**config.mk**
```make
export PLATFORM = sky130hd
export DESIGN_NAME = maze_map_loader
export DESIGN_NICKNAME = d
export VERILOG_FILES = /design/src/rtl/maze_map_loader.sv
export SDC_FILE = /design/constraint.sdc
export NUM_CORES = 1
export LEC_CHECK = 0
export CELL_PAD_IN_SITES_DETAIL_PLACEMENT = 1
export CELL_PAD_IN_SITES_GLOBAL_PLACEMENT = 1
export CORE_MARGIN = 4
export CORE_UTILIZATION = 46
export DETAILED_ROUTE_END_ITERATION = 7
export HOLD_SLACK_MARGIN = 0.06
export PLACE_DENSITY_LB_ADDON = 0.1
export SYNTH_ARGS = -nofsm -noshare
export SYNTH_HDL_FRONTEND = slang
export SYNTH_SLANG_ARGS = --single-unit
```
**constraint.sdc**
```tcl
create_clock -name clk -period 10.2 [get_ports clk]
set_input_delay 2.04 -clock clk [delete_from_list [all_inputs] [get_ports clk]]
set_output_delay 2.04 -clock clk [all_outputs]
set_load 0.05 [all_outputs]
```
**src/rtl/maze_map_loader.sv**
```systemverilog
// Copies one maze (8 row bytes + start/end point bytes) from a selected ROM into
// a register-held map image, tracking ROM read latency, then checks the points.
module maze_map_loader #(
  parameter int unsigned LAT = 1
) (
  input  logic        clk,
  input  logic        rst,
  input  logic        load,
  input  logic [1:0]  map_sel,
  output logic [1:0]  rom_sel,
  output logic        rom_en,
  output logic [3:0]  rom_addr,
  input  logic [7:0]  rom_data,
  output logic        busy,
  output logic        done,
  output logic        map_valid,
  output logic        err,
  output logic [63:0] map_bits,
  output logic [5:0]  start_pos,
  output logic [5:0]  end_pos
);

  localparam int unsigned AW    = 4;
  localparam int unsigned DW    = 8;
  localparam int unsigned NADDR = 10;

  typedef enum logic [1:0] {IDLE, FETCH, CHECK, DONE} state_e;

  state_e          state_q, state_d;
  logic [1:0]      rom_sel_q, rom_sel_d;
  logic            rom_en_q, rom_en_d;
  logic [AW-1:0]   rom_addr_q, rom_addr_d;
  logic            busy_q, busy_d;
  logic            done_q, done_d;
  logic            map_valid_q, map_valid_d;
  logic            err_q, err_d;
  logic [63:0]     map_bits_q, map_bits_d;
  logic [5:0]      start_pos_q, start_pos_d;
  logic [5:0]      end_pos_q, end_pos_d;
  logic [DW-1:0]   start_byte_q, start_byte_d;
  logic [DW-1:0]   end_byte_q, end_byte_d;
  logic [AW:0]     tag_q [LAT];
  logic [AW:0]     tag_d [LAT];

  logic            tag_vld;
  logic [AW-1:0]   tag_addr;
  logic            start_open, end_open, fail;

  assign tag_vld  = tag_q[LAT-1][AW];
  assign tag_addr = tag_q[LAT-1][AW-1:0];

  // Point cell (row r, col c) sits at bit 8r + (7-c) of the map image.
  assign start_open = map_bits_q[{start_byte_q[5:3], ~start_byte_q[2:0]}];
  assign end_open   = map_bits_q[{end_byte_q[5:3], ~end_byte_q[2:0]}];
  assign fail = (|start_byte_q[7:6]) | (|end_byte_q[7:6]) | ~start_open | ~end_open
              | (start_byte_q[5:0] == end_byte_q[5:0]);

  always_comb begin
    state_d      = state_q;
    rom_sel_d    = rom_sel_q;
    rom_en_d     = rom_en_q;
    rom_addr_d   = rom_addr_q;
    busy_d       = busy_q;
    done_d       = 1'b0;
    map_valid_d  = map_valid_q;
    err_d        = err_q;
    map_bits_d   = map_bits_q;
    start_pos_d  = start_pos_q;
    end_pos_d    = end_pos_q;
    start_byte_d = start_byte_q;
    end_byte_d   = end_byte_q;

    // Tag pipeline mirrors the ROM latency so data is matched to its address.
    tag_d[0] = {rom_en_q, rom_addr_q};
    for (int unsigned i = 1; i < LAT; i++) begin
      tag_d[i] = tag_q[i-1];
    end

    unique case (state_q)
      IDLE: begin
        if (load) begin
          rom_sel_d   = map_sel;
          map_valid_d = 1'b0;
          err_d       = 1'b0;
          busy_d      = 1'b1;
          rom_en_d    = 1'b1;
          rom_addr_d  = '0;
          state_d     = FETCH;
        end
      end
      FETCH: begin
        if (rom_en_q) begin
          if (rom_addr_q == AW'(NADDR - 1)) begin
            rom_en_d   = 1'b0;
            rom_addr_d = '0;
          end else begin
            rom_addr_d = AW'(rom_addr_q + AW'(1));
          end
        end
        if (tag_vld) begin
          if (!tag_addr[3]) begin
            map_bits_d[{tag_addr[2:0], 3'b000} +: DW] = rom_data;
          end else if (!tag_addr[0]) begin
            start_byte_d = rom_data;
          end else begin
            end_byte_d = rom_data;
            state_d    = CHECK;
          end
        end
      end
      CHECK: begin
        start_pos_d = start_byte_q[5:0];
        end_pos_d   = end_byte_q[5:0];
        busy_d      = 1'b0;
        done_d      = 1'b1;
        map_valid_d = ~fail;
        err_d       = fail;
        state_d     = DONE;
      end
      DONE: begin
        state_d = IDLE;
      end
      default: state_d = IDLE;
    endcase
  end

  always_ff @(posedge clk or posedge rst) begin
    if (rst) begin
      state_q      <= IDLE;
      rom_sel_q    <= '0;
      rom_en_q     <= 1'b0;
      rom_addr_q   <= '0;
      busy_q       <= 1'b0;
      done_q       <= 1'b0;
      map_valid_q  <= 1'b0;
      err_q        <= 1'b0;
      map_bits_q   <= '0;
      start_pos_q  <= '0;
      end_pos_q    <= '0;
      start_byte_q <= '0;
      end_byte_q   <= '0;
      for (int unsigned i = 0; i < LAT; i++) begin
        tag_q[i] <= '0;
      end
    end else begin
      state_q      <= state_d;
      rom_sel_q    <= rom_sel_d;
      rom_en_q     <= rom_en_d;
      rom_addr_q   <= rom_addr_d;
      busy_q       <= busy_d;
      done_q       <= done_d;
      map_valid_q  <= map_valid_d;
      err_q        <= err_d;
      map_bits_q   <= map_bits_d;
      start_pos_q  <= start_pos_d;
      end_pos_q    <= end_pos_d;
      start_byte_q <= start_byte_d;
      end_byte_q   <= end_byte_d;
      for (int unsigned i = 0; i < LAT; i++) begin
        tag_q[i] <= tag_d[i];
      end
    end
  end

  assign rom_sel   = rom_sel_q;
  assign rom_en    = rom_en_q;
  assign rom_addr  = rom_addr_q;
  assign busy      = busy_q;
  assign done      = done_q;
  assign map_valid = map_valid_q;
  assign err       = err_q;
  assign map_bits  = map_bits_q;
  assign start_pos = start_pos_q;
  assign end_pos   = end_pos_q;

endmodule

```
==> impl_metrics.toml <==
[power]
total_leakage_power_nw = 3.04
vdd_drop_max_mv = 0.110
cell_internal_pwr_w = 0.000693
power_frac_clock_pct = 42.0
seq_power_share_pct = 50.0
share_comb_of_total_power_pct = 8.0
power.share.switching_pct = 24.1
power_density_nw_per_um2 = 129
total_switching_power_w = 0.000220

[logic_synthesis]
post_synth_edffs = 0
synth.ff_latch_count = 110
synth_largest_area_cell = "sky130_fd_sc_hd__dfrtp_1"
synthTopCellsByCount = "sky130_fd_sc_hd__dfrtp_1, sky130_fd_sc_hd__mux2_2, sky130_fd_sc_hd__nand2_1, sky130_fd_sc_hd__mux4_2, sky130_fd_sc_hd__mux2i_1"
synthDistinctLibCells = 52
yosysSeqAreaShare_pct = 48.6
synth_fp_nets = 468
synthesis.area_sq_um = 5660
yosys.cell_count.top_type = "sky130_fd_sc_hd__dfrtp_1"
synth_ff_type = "sky130_fd_sc_hd__dfrtp_1"
synth_top_area_share_pct = 48.6
netlist_top_cells_area = "sky130_fd_sc_hd__dfrtp_1, sky130_fd_sc_hd__mux2_2, sky130_fd_sc_hd__mux4_2, sky130_fd_sc_hd__mux2i_1, sky130_fd_sc_hd__nand2_1"
syn_area_per_cell_sq_um = 12.6
count_of_synthesis_stage_warnings_from_yosys = 0
syn_inst = 448
async_reset_ff_share_pct = 100

[global_routing]
antenna_violations_before_repair = 1
globalRouteOverflowTotal = 0
first_pass_grt_wire_length_mm = 26.9
grt_use_total_pct = 25.2
largest_net_degree_at_the_start_of_global_routing = 63
first_global_vias = 4468

[placed_design]
port-buffer-count = 99
dp_hpwl_mm = 12.0
detailedPlace.worstSlack_ns = 6.37
gpl.final_weighted_congestion = 0.854

[clock_network]
cts-root-buf = "sky130_fd_sc_hd__clkbuf_16"
clock_pin_slew_on_the_worst_setup_and_hold_paths_ns = 0.07
tritoncts = "built"
post_cts.repair.setup_buffers = 0
cts.hold.buffers_added = 0
worst_skew_pair.late_latency_ns = 0.36
clock_tree.htree_level_count = 3
max-clock-path-buffers = 2
cts.sinks = 110
cts_made_buffers = 9
number_of_instances_resized_during_post_cts_repair = 0

[routing]
postRouteWirelength_mm = 16.9
drt_first_iter_violations = 309
count_of_nets_left_with_antenna_violations_after_detail_routing = 0
wl_per_cell_um = 24.5
routed_via_density = 6.03
dr.pass1.iters = 5
drc = 0
via_count = 4164

[final_layout]
diodes = 0
finish.net_count = 559
layout-drive-gt1-share_pct = 24.5
synthToLayoutAreaGrowth_pct = 24.7

[die]
ioPinCount = 100
die_width_um = 119
die_height_um = 119
core_region_area_sq_um = 12000
row_count = 40
initial_cell_density_of_the_core_pct = 47.2
die_area_sq_um = 14200

[timing]
worst_clock_skew_ns = 0.00541
hold_viol_final = 0
finalMaxSlewViolations = 0
fin_crit_sh_pct = 36.8
setup-violations-final = 0
worst_case_headroom_to_the_max_slew_limit_pct = 26.3
rsz_0062_raised_after_global_routing = "false"
tightest_slew_ns = 1.10
final_ws_setup_ns = 6.45
period_minus_slack_ns = 3.75
fmax_mhz = 267
setup-tns-final_ns = 0

[setup_path]
worst_path_max_delay_cell = "sky130_fd_sc_hd__clkdlybuf4s50_1"
critical_path.max_fanout = 7
timing.critical_path.required_ns = 8.16
worstPathCellList = "clkdlybuf4s50_1"
family_with_the_most_delay_on_the_worst_path = "buffers and inverters"
worst_stage_delay_on_the_critical_path_ns = 0.86
worst-path-buf-inv = 1
timing.critical_path.to_type = "output port"
critPathLaunchType = "register"
setup.worst_path.class = "register to output port"
arrival_ns = 1.71

[min_path]
hold_path.class = "register to register"

[outcome]
outcome = "finished clean"

[run]
cap_viol_max_count = 0
[metal layers]
layer  track usage, %  vias to the layer above  part of all wire, %
met5                0                        -                    0
met4             6.01                        0                  1.3
met1             33.8                     2196                   43
met2             41.1                      123                   50
met3             6.46                       23                  5.7
li1                 -                     1822                    -
[path summary, 6_finish.rpt]
kind                                         start  cells after the start  slack [ns]                  endpoint
setup / recovery           rom_addr[0]$_DFFE_PP0P_                      1        6.45               rom_addr[0]
hold / removal                  rom_en$_DFFE_PP0P_                      0        0.46        tag_q[4]$_DFF_PP0_
setup reg to reg                tag_q[0]$_DFF_PP0_                      6        7.07  map_bits[54]$_DFFE_PP0P_
hold reg to reg                 rom_en$_DFFE_PP0P_                      0        0.46        tag_q[4]$_DFF_PP0_
max in group asynchronous                      rst                      3        6.84  map_bits[40]$_DFFE_PP0P_
min in group asynchronous                      rst                      2        2.10  map_bits[43]$_DFFE_PP0P_
[cell type report]
type	count	area (sq um)
fillers	1227	4950
flip-flops and latches	110	2750
multi-input cells	301	2740
repair buffers	102	1010
clock buffers	10	239
well taps	147	184
clock inverters	5	82.6
inverters	15	58.8
[kinds of logic (layout without fill, tap and decap cells)]
kind of cell | after synthesis | in the layout | share of synthesized area [%]
adders and majority gates | 7 | 7 | 1.55
AOI/OAI and AO/OA | 46 | 46 | 5.48
xor gates and xnor gates | 7 | 7 | 1.08
DFF | 110 | 110 | 48.6
muxes | 127 | 127 | 29.8
and+or+nand+nor | 114 | 114 | 10.4
buffers and inverters | 37 | 132 | 3.11
[per-stage QoR]
step           cells  util (%)  total power, W  area (sq um)  hold slack, ns
5_1_grt          690      58.8        0.000943          7070           0.504
2_1_floorplan    448         -        0.000507          5660           0.480
3_5_place_dp     675      56.1        0.000538          6740           0.453
4_1_cts          690      58.8        0.000920          7070           0.471
6_report         690      58.8        0.000913          7070           0.464
3_3_place_gp     675      56.1        0.000536          6740           0.457
[sequential cells by signal, summed over array words and instances (netlist names)]
name,cells
tag_q,5
end_byte_q,8
done,1
rom_sel,2
end_pos,6
start_byte_q,8
map_valid,1
rom_en,1
err,1
state_q,2
busy,1
rom_addr,4
map_bits,64
start_pos,6
[power by group through the flow]
stage / clock network (W) / logic [W] / registers (W)
5_1_grt: 0.000406 / 0.0000786 / 0.000458
4_1_cts: 0.000390 / 0.0000736 / 0.000456
2_1_floorplan: 0 / 0.0000419 / 0.000465
3_5_place_dp: 0 / 0.0000730 / 0.000465
6_report: 0.000384 / 0.0000729 / 0.000457
3_3_place_gp: 0 / 0.0000717 / 0.000464
[placed cells by master, fill, tap and decap left out, drive strengths merged, types with 11 or more instances in the layout]
master / instances
nand2: 42
and2: 11
nor2: 19
inv: 16
o21ai: 18
mux2: 80
clkdlybuf4s50: 99
mux4: 25
mux2i: 22
nand3: 17
dfrtp: 110
No activity file was read; power rests on OpenSTA's default activity.
